File: src/rtl/legv8_ctrl_pkg.sv
// Shared types and constants for the LEGv8 phase sequencer and its helpers.
package legv8_ctrl_pkg;

  localparam int          CNT_W               = 32;
  localparam logic [10:0] HALT_OPCODE_DEFAULT = 11'h6A2;

  typedef enum logic [2:0] {
    ST_IDLE      = 3'd0,
    ST_FETCH     = 3'd1,
    ST_DECODE    = 3'd2,
    ST_EXECUTE   = 3'd3,
    ST_MEMORY    = 3'd4,
    ST_WRITEBACK = 3'd5,
    ST_HALTED    = 3'd6,
    ST_ERROR     = 3'd7
  } state_e;

  // Active means an instruction is in flight (FETCH through WRITEBACK).
  function automatic logic is_active(state_e s);
    return (s >= ST_FETCH) && (s <= ST_WRITEBACK);
  endfunction

endpackage

File: src/rtl/mem_wait_timer.sv
// Counts consecutive MEMORY cycles spent waiting on mem_ready; expired_o flags
// the last allowed waiting cycle so the sequencer can leave for ERROR.
module mem_wait_timer #(
  parameter int TIMEOUT = 15
) (
  input  logic clk,
  input  logic reset,
  input  logic clear_i,
  input  logic enable_i,
  output logic expired_o
);

  localparam int W = (TIMEOUT < 2) ? 1 : $clog2(TIMEOUT);

  logic [W-1:0] cnt_q, cnt_d;

  assign expired_o = enable_i && (cnt_q == W'(TIMEOUT - 1));

  always_comb begin
    cnt_d = cnt_q;
    if (clear_i) begin
      cnt_d = '0;
    end else if (enable_i && !expired_o) begin
      cnt_d = cnt_q + W'(1);
    end
  end

  always_ff @(posedge clk or negedge reset) begin
    if (!reset) begin
      cnt_q <= '0;
    end else begin
      cnt_q <= cnt_d;
    end
  end

endmodule

File: src/rtl/phase_sequencer.sv
// Multi-cycle LEGv8 phase sequencer: FETCH/DECODE/EXECUTE/MEMORY/WRITEBACK
// strobes, halt handling, memory timeout. Define PHASE_SEQ_PERF_COUNTERS_EN for counters.
module phase_sequencer
  import legv8_ctrl_pkg::*;
#(
  parameter int          MEM_TIMEOUT = 15,
  parameter logic [10:0] HALT_OPCODE = HALT_OPCODE_DEFAULT
) (
  input  logic             clk,
  input  logic             reset,
  input  logic             start,
  input  logic             halt_req,
  input  logic [10:0]      opcode,
  input  logic             mem_read,
  input  logic             mem_write,
  input  logic             mem_ready,
  output logic             fetch_en,
  output logic             decode_en,
  output logic             execute_en,
  output logic             writeback_en,
  output logic             pc_en,
  output logic             mem_req,
  output logic             busy,
  output logic             halted,
  output logic             error,
  output logic [2:0]       state,
  output logic [CNT_W-1:0] cycle_count,
  output logic [CNT_W-1:0] instr_count
);

  state_e state_q, state_d;
  logic   pending_q, pending_d;
  logic   mem_access;
  logic   tmr_expired;

  assign mem_access = mem_read | mem_write;

  // Strobes decode straight from the state register so reset drops them at once.
  assign fetch_en     = (state_q == ST_FETCH);
  assign decode_en    = (state_q == ST_DECODE);
  assign execute_en   = (state_q == ST_EXECUTE);
  assign writeback_en = (state_q == ST_WRITEBACK);
  assign pc_en        = (state_q == ST_WRITEBACK);
  assign mem_req      = (state_q == ST_MEMORY) && mem_access;
  assign busy         = is_active(state_q);
  assign halted       = (state_q == ST_HALTED);
  assign error        = (state_q == ST_ERROR);
  assign state        = state_q;

  mem_wait_timer #(
    .TIMEOUT (MEM_TIMEOUT)
  ) u_timer (
    .clk       (clk),
    .reset     (reset),
    .clear_i   (state_q != ST_MEMORY),
    .enable_i  (mem_req && !mem_ready),
    .expired_o (tmr_expired)
  );

  always_comb begin
    state_d   = state_q;
    pending_d = pending_q;
    if (halt_req && busy) begin
      pending_d = 1'b1;
    end
    unique case (state_q)
      ST_IDLE, ST_HALTED: if (start) state_d = ST_FETCH;
      ST_FETCH:           state_d = ST_DECODE;
      ST_DECODE:          state_d = ST_EXECUTE;
      ST_EXECUTE:         state_d = ST_MEMORY;
      ST_MEMORY: begin
        if (!mem_access || mem_ready) begin
          state_d = ST_WRITEBACK;
        end else if (tmr_expired) begin
          state_d = ST_ERROR;
        end
      end
      // A halt request seen in this very cycle still stops at this boundary.
      ST_WRITEBACK: begin
        if ((opcode == HALT_OPCODE) || pending_q || halt_req) begin
          state_d   = ST_HALTED;
          pending_d = 1'b0;
        end else begin
          state_d = ST_FETCH;
        end
      end
      ST_ERROR:           state_d = ST_ERROR;
      default:            state_d = ST_IDLE;
    endcase
  end

  always_ff @(posedge clk or negedge reset) begin
    if (!reset) begin
      state_q   <= ST_IDLE;
      pending_q <= 1'b0;
    end else begin
      state_q   <= state_d;
      pending_q <= pending_d;
    end
  end

`ifdef PHASE_SEQ_PERF_COUNTERS_EN
  logic [CNT_W-1:0] cycle_cnt_q, cycle_cnt_d;
  logic [CNT_W-1:0] instr_cnt_q, instr_cnt_d;

  // Both counters stick at all-ones rather than wrapping.
  assign cycle_cnt_d = (busy && (cycle_cnt_q != '1)) ? cycle_cnt_q + CNT_W'(1) : cycle_cnt_q;
  assign instr_cnt_d = (writeback_en && (instr_cnt_q != '1)) ? instr_cnt_q + CNT_W'(1) : instr_cnt_q;

  always_ff @(posedge clk or negedge reset) begin
    if (!reset) begin
      cycle_cnt_q <= '0;
      instr_cnt_q <= '0;
    end else begin
      cycle_cnt_q <= cycle_cnt_d;
      instr_cnt_q <= instr_cnt_d;
    end
  end

  assign cycle_count = cycle_cnt_q;
  assign instr_count = instr_cnt_q;
`else
  assign cycle_count = '0;
  assign instr_count = '0;
`endif

endmodule
File: config.mk
export PLATFORM = sky130hd
export DESIGN_NAME = phase_sequencer
export DESIGN_NICKNAME = d
export VERILOG_FILES = /design/src/rtl/legv8_ctrl_pkg.sv /design/src/rtl/mem_wait_timer.sv /design/src/rtl/phase_sequencer.sv
export SDC_FILE = /design/constraint.sdc
export NUM_CORES = 1
export LEC_CHECK = 0
export CAP_MARGIN = 0
export CORE_ASPECT_RATIO = 0.7
export CORE_MARGIN = 2
export CORE_UTILIZATION = 30
export CTS_CLUSTER_SIZE = 16
export DETAILED_ROUTE_END_ITERATION = 6
export GPL_TIMING_DRIVEN = 0
export PLACE_DENSITY = 0.82
export SLEW_MARGIN = 25
export SYNTH_ARGS = -nofsm -noshare
export SYNTH_HDL_FRONTEND = slang
export SYNTH_HIERARCHICAL = 1
export SYNTH_SLANG_ARGS = --single-unit
File: constraint.sdc
create_clock -name clk -period 4.1 [get_ports clk]
set_input_delay 0.82 -clock clk [delete_from_list [all_inputs] [get_ports clk]]
set_output_delay 0.82 -clock clk [all_outputs]
set_load 0.1 [all_outputs]
; Yosys cells after proc, flatten, opt, wreduce, memory -nomap -nowiden
; Cells that the tools add are included.
; W data, S select, Z words.
[classes]
n_addsub = 1
multipliers = 0
div_mod_pow = 0
order_cmp = 2
eq_ne = 12
shifts = 0
mux = 10
bitwise = 1
n_reduce_logical = 16
[op_table]
columns = op, n
row1 = $pmux W3 S7, 1
row2 = $eq A3 B3 Y1 const B, 4
row3 = $mux W3, 4
row4 = $eq A11 B11 Y1 const B, 1
row5 = $mux W4, 2
row6 = $eq A3 B2 Y1 const B, 2
row7 = $logic_and A1 B1 Y1, 6
row8 = $add A4 B1 Y4 const B, 1
row9 = $eq A4 B4 Y1 const B, 1
row10 = $eq A3 B1 Y1 const B, 1
row11 = $ge A3 B1 Y1 const B, 1
row12 = $le A3 B3 Y1 const B, 1
row13 = $logic_not A1 Y1, 3
row14 = $logic_not A3 Y1, 1
row15 = $logic_or A1 B1 Y1, 3
row16 = $mux W1, 3
row17 = $ne A3 B1 Y1 const B, 1
row18 = $ne A3 B3 Y1 const B, 1
row19 = $ne A2 B2 Y1 const B, 1
row20 = $reduce_and A2 Y1, 1
row21 = $reduce_bool A2 Y1, 1
row22 = $reduce_or A2 Y1, 1
row23 = $or A1 B1 Y1, 1
[word_totals]
reg_bits = 8
latchBits = 0
ramBits = 0
romBits = 0
in_bits = 18
out_inout_bits = 76
word_cells = 45
n_memories = 0

; Logic depth before layout (Yosys ltp)
; Gate-level depths: netlist (run 1).
[logic_depth]
depth_word = 8
ltp_mapped = 8
ltp_nobuf = 7

; Cells and area by module
; The synthesis (run 1) kept the hierarchy.
[modules_own_cells]
columns = mod, n_inst, cells_each, area_per_inst_um2, seq_area_each_um2
row1 = phase_sequencer, 1, 112, 883.3, 100.1
row2 = mem_wait_timer, 1, 24, 254.0, 100.1

; Least setup slack after synthesis (run 1)
; OpenSTA, ideal clock, no wires.
[synth_timing]
path_type = flip-flop to output port
startpoint = register state_q[2], in the netlist state[2]
endpoint = output port halted
arrival_ns = 3.546
required_time_ns = 3.280
slack_ns = -0.266
path_stages_with_launch = 4
path_buffers = 1
cell_sequence = dfrtp_1 buf_4 inv_2 nor3b_1
[synth_via]
elab_chain_len = 1
[synth_lines]
columns = item, line
row1 = from (decl), phase_sequencer.sv:31  ; state_e state_q, state_d;
row2 = from (signal assigned), phase_sequencer.sv:97  ; state_q <= state_d;
row3 = $eq A3 B3 Y1, phase_sequencer.sv:46  ; assign halted = (state_q == ST_HALTED);
row4 = to (decl), phase_sequencer.sv:24  ; output logic halted,
; No other way between the ends.

; Worst setup path after layout (run 1)
[layout_timing]
startpoint = input port mem_write
endpoint = output port mem_req
[layout_via]
elab_chain_len = 2
[layout_lines]
columns = item, line
row1 = from (decl), phase_sequencer.sv:15  ; input logic mem_write,
row2 = $or A1 B1 Y1, phase_sequencer.sv:36  ; assign mem_access = mem_read | mem_write;
row3 = $logic_and A1 B1 Y1, phase_sequencer.sv:44  ; assign mem_req = (state_q == ST_MEMORY) && mem_access;
row4 = to (decl), phase_sequencer.sv:22  ; output logic mem_req,
; No other way between the ends.

==> out/metrics.yaml, run 1 <==
status: "completed"
relSlewSlack: 0.3424
yosysTopAreaCellShare: 0.4356
final_nets: 253
place.gp.congestion: 0.7113
cts_root_buffer: "clkbuf_8"
dp_hpwl_um: 2019
pwr-share-comb: 0.829
wl_per_cell_um: 7.947
start_util: 0.3176
fp.dieW_um: 77.59
crit_fanout: 3
drive_gt1_frac: 0.3680
clkPwrFrac: 0.075
power.density_nw_per_um2: 695.0
synth.largest_area_cell: "buf_4"
fin_total_pwr_mw: 1.236
synthToLayoutAreaGrowth_pct: 56.33
fin_cells: 281
ant_nets: 0
ys_seq_area_frac: 0.1760
cap_violations: 0
slew_viol_final: 0
fin_crit_ns: 3.411
dieArea_um2: 4307
cp-endpoint: "mem_req"
syn_area_um2: 1137
viasPerCell: 3.438
placed_cells: 278
synthTopCellsByArea: "buf_4, dfrtp_1, nor2_1"
r2r_start: "state[0]"
crit_type: "input port to output pin"
grt_pass1_vias: 836
track_usage: 0.1029
grt_first_pass_wirelength_um: 3588
cp-start-kind: "input port"
fmax_mhz: 293.2
hold_violations: 0
ys_ff_latch: 8
ctsResizeCount: 0
ios: 94
worst_slew_pin_slew_ns: 0.9833
netlist_instances: 136
ctsHoldBuffers: 0
drt-pass1-iter-count: 4
peakVddDrop_v: 0.0004105
overflow: 0
grt_max_degree: 11
arrival_ns: 2.59
fin_skew_ns: 0.006807
reg2reg_slack_ns: 2.07
hold_class: "flop to flop"
rows: 18
r2r_cells: 8
cts_buffer_depth: 2
cts_tree: "done"
drt_iter0_markers: 30
antenna_cells: 0
leakage_nw: 0.9600
rsz0062_at_grt: "no"
die_y_um: 55.52
synthDistinctLibCells: 38
p_int_mw: 0.4030
p_seq_frac: 0.096
timing.final.crit_share: 0.8319
drt-total-wl_um: 2233
cp-end-kind: "output pin"
clk_latency_ns: 0.23
drc: 0
antenna_found_initial: 0
coreArea_um2: 3581
htree_levels: 1
clk_pin_slew_ns: 0.04
cts_buffers: 3
crit_required_ns: 3.28
final_core_util: 0.4965
crit_start: "mem_write"
finalSetupViolCount: 0
ys_warn_count: 6
syn_avg_cell_area_um2: 8.363
power.switching_mw: 0.8327
post-cts-setup-buffers: 0
cts.sinks: 8
portBuffers: 29
tns_ns: 0
swShare: 0.6739
vias: 966
rr_endpoint: "state[1]"
[cells by family after synthesis]
family | after synthesis | synth area share
buffers and inverters | 74 | 0.4697
multiplexers | 2 | 0.02640
other | 1 | 0.003297
AND/OR/NAND/NOR | 33 | 0.1881
adder cells (fa/ha/maj) | 2 | 0.02200
flip-flops | 8 | 0.1760
AO/OA/AOI/OAI | 16 | 0.1144
[worst min path at each step]
stage                   start         to  cells after the start
floorplan           pending_q  pending_q                      2
global placement    pending_q  pending_q                      2
detailed placement  pending_q  pending_q                      2
CTS                 pending_q  pending_q                      2
global route        pending_q  pending_q                      2
finish              pending_q  pending_q                      2
[critical path, cell delays in order]
cell	delay [ns]
clkdlybuf4s50_1	0.45
nor2_1	0.08
nor2_1	0.09
clkdlybuf4s50_1	1.14
[per-layer routing]
metal,vias up,global-route usage,share of wire
li1,514,-,-
met1,410,0.1281,0.42
met2,42,0.1663,0.51
met3,0,0.02941,0.069
met4,0,0.04337,0
met5,-,0,0
[cell usage after synthesis (all sizes together)]
library cell	n
buf	68
nor2	11
dfrtp	8
a21oi	6
inv	6
nor3	4
nor3b	3
a211oi	2
ha	2
mux2	2
nand2b	2
nand3	2
o21ai	2
a211o	1
a21boi	1
a311oi	1
a31oi	1
and2	1
and2b	1
and3	1
and4	1
and4b	1
conb	1
nand2	1
nand4	1
nor2b	1
nor4	1
nor4b	1
o31a	1
o32ai	1
or2	1
[power by group through the flow]
stage	registers [mW]	clock network [mW]	logic (mW)
6_report	0.119	0.0927	1.02
5_1_grt	0.123	0.100	1.06
4_1_cts	0.119	0.0943	1.03
3_5_place_dp	0.120	0	1.02
3_3_place_gp	0.119	0	1.02
2_1_floorplan	0.225	0	0.763
[state kept, by name (all words and copies together), names as in the netlist]
name           cells
pending_q          1
state              3
u_timer/cnt_q      4
[cells in the final DEF, fill, tap and decap left out, types with 2 or more instances in the layout]
master            n
mux2_4            2
nor2_1           11
clkbuf_8          3
nor3b_2           2
clkdlybuf4s50_1  29
ha_1              2
nor3_1            3
inv_2             2
nand3_1           2
conb_1           64
dfrtp_1           8
inv_1             4
a21oi_1           6
buf_4            66
[stage by stage]
step	hold slack (ns)	area, um^2	setup WS, ns
final	0.5415	1778	0.6892
after global routing	0.6164	1778	0.6476
after CTS	0.5544	1778	0.6844
after detailed placement	0.5475	1737	0.6830
after global placement	0.5324	1737	0.6906
after floorplan	0.5045	1384	0.1630
[layout make-up]
| class | count | area [um^2] |
|---|---|---|
| fill | 325 | 1803 |
| multi-input combinational | 117 | 649.4 |
| buffer | 68 | 511.7 |
| timing repair buffer | 29 | 290.3 |
| sequential | 8 | 200.2 |
| tap | 50 | 62.56 |
| clock buffer | 3 | 41.29 |
| inverter | 6 | 22.52 |
Note: power is estimated with default switching activity, not from simulation.
==> run 2, diff against run 1 <==
==> constraint.sdc (replaced) <==
create_clock -name clk -period 3.55 [get_ports clk]
set_input_delay 0.71 -clock clk [delete_from_list [all_inputs] [get_ports clk]]
set_output_delay 0.71 -clock clk [all_outputs]
set_load 0.1 [all_outputs]
==> run 2 against run 1 <==
Against the previous run: wire length increased by 4.8%; largest cell class unchanged; register-to-register slack got worse by 0.54 ns; hold slack improved by 0.062 ns; setup slack got worse by 0.34 ns; total power increased by 16%; cell count unchanged; via count decreased by 0.21%; final area increased by 0.14%; sequential share of layout area about the same; combinational power increased by 17%; non-clock buffer count unchanged; die area unchanged.
==> out/metrics.yaml, run 2 (synthesized netlist as in run 1, its figures left out) <==
htree_levels: 1
tns_ns: 0
peakVddDrop_v: 0.0004487
portBuffers: 29
final_core_util: 0.4972
p_int_mw: 0.4662
arrival_ns: 2.49
r2r_start: "state[0]"
wl_per_cell_um: 8.331
fin_skew_ns: 0.007295
cts_buffer_depth: 2
overflow: 0
fin_crit_ns: 3.203
post-cts-setup-buffers: 0
fin_total_pwr_mw: 1.437
hold_class: "flop to flop"
rr_endpoint: "state[1]"
setup_ws_ns: 0.3471
rows: 18
design_area_um2: 1780
ant_nets: 0
grt_pass1_vias: 911
ctsResizeCount: 0
drt-pass1-iter-count: 4
cts_tree: "done"
fin_cells: 281
cts_buffers: 3
leakage_nw: 0.9598
final_common_cell: "buf_4"
slew_viol_final: 0
grt_max_degree: 11
power.density_nw_per_um2: 807.3
placed_cells: 278
fp.dieW_um: 77.59
vias: 964
place.gp.congestion: 0.7978
drt-total-wl_um: 2341
clk_pin_slew_ns: 0.04
track_usage: 0.1116
cp-endpoint: "mem_req"
crit_type: "input port to output pin"
fmax_mhz: 312.2
relSlewSlack: 0.3462
final_nets: 253
ios: 94
cap_violations: 0
antenna_cells: 0
largest_reg_flops: 4
largest-register: "u_timer/cnt_q"
drive_gt1_frac: 0.3723
n_fill_cell: 352
clkPwrFrac: 0.074
cts_root_buffer: "clkbuf_8"
crit_start: "mem_write"
cts.sinks: 8
ctsHoldBuffers: 0
power.switching_mw: 0.9712
place_ws_ns: 0.3477
drc: 0
drt_iter0_markers: 79
cp-start-kind: "input port"
clk_latency_ns: 0.23
hold_violations: 0
dpl_cell_area_um2: 1739
coreArea_um2: 3581
status: "completed"
grt_first_pass_wirelength_um: 4002
reg2reg_slack_ns: 1.53
crit_fanout: 3
p_seq_frac: 0.097
dieArea_um2: 4307
final_cell_mix: "buf_4, conb_1, clkdlybuf4s50_1"
viasPerCell: 3.431
cp-end-kind: "output pin"
dp_hpwl_um: 2060
antenna_found_initial: 0
synthToLayoutAreaGrowth_pct: 56.55
pwr-share-comb: 0.829
worst_slew_pin_slew_ns: 0.9776
rsz0062_at_grt: "no"
swShare: 0.6756
start_util: 0.3176
finalSetupViolCount: 0
crit_required_ns: 2.84
r2r_cells: 8
die_y_um: 55.52
timing.final.crit_share: 0.9022
hold_ws_ns: 0.6034
run 2: cell counts in the layout (fill, tap and decap cells not counted):
Identical to the previous run, type by type.
run 2: worst min-delay path by stage:
stage	end	slack, ns	depth (start not counted)	from
final	state[2]	0.60	2	pending_q
after global routing	state[2]	0.63	2	pending_q
after CTS	pending_q	0.60	2	pending_q
after detailed placement	pending_q	0.59	2	pending_q
after global placement	pending_q	0.54	2	pending_q
after floorplan	pending_q	0.41	0	reset
run 2: final cells by class:
class / instances / area [um^2] / area share
Timing Repair Buffer: 29 / 290.3 / 0.1630
Inverter: 6 / 22.52 / 0.01265
Clock buffer: 3 / 41.29 / 0.02319
Buffer: 68 / 511.7 / 0.2874
Tap cell: 50 / 62.56 / 0.03514
Sequential cell: 8 / 200.2 / 0.1124
Multi-Input combinational cell: 117 / 651.9 / 0.3661
run 2: routing by layer:
metal	up-vias	GRT usage	share of wire
li1	512	-	-
met1	405	0.1361	0.39
met2	45	0.1958	0.53
met3	2	0.02124	0.071
met4	0	0.03827	0.0034
met5	-	0	0
run 2: worst max-delay path: stages:
cell	delay (ns)
clkdlybuf4s50_1	0.46
nor2_1	0.09
nor2_1	0.10
clkdlybuf4s50_1	1.14
run 2: power by group through the flow:
stage                     logic [mW]  clock network, mW  registers, mW
after floorplan                0.883                  0          0.260
after global placement          1.18                  0          0.139
after detailed placement        1.19                  0          0.140
after CTS                       1.19              0.108          0.139
after global routing            1.23              0.111          0.141
final                           1.19              0.107          0.139
==> run 3, diff against run 2 <==
--- a/config.mk
+++ b/config.mk
@@ -13,6 +13,7 @@
 export DETAILED_ROUTE_END_ITERATION = 6
 export GPL_TIMING_DRIVEN = 0
 export PLACE_DENSITY = 0.82
+export SKIP_LAST_GASP = 1
 export SLEW_MARGIN = 25
 export SYNTH_ARGS = -nofsm -noshare
 export SYNTH_HDL_FRONTEND = slang
==> results of run 3 <==
No change in the layout: final DEF, timing and power equal those of run 2.
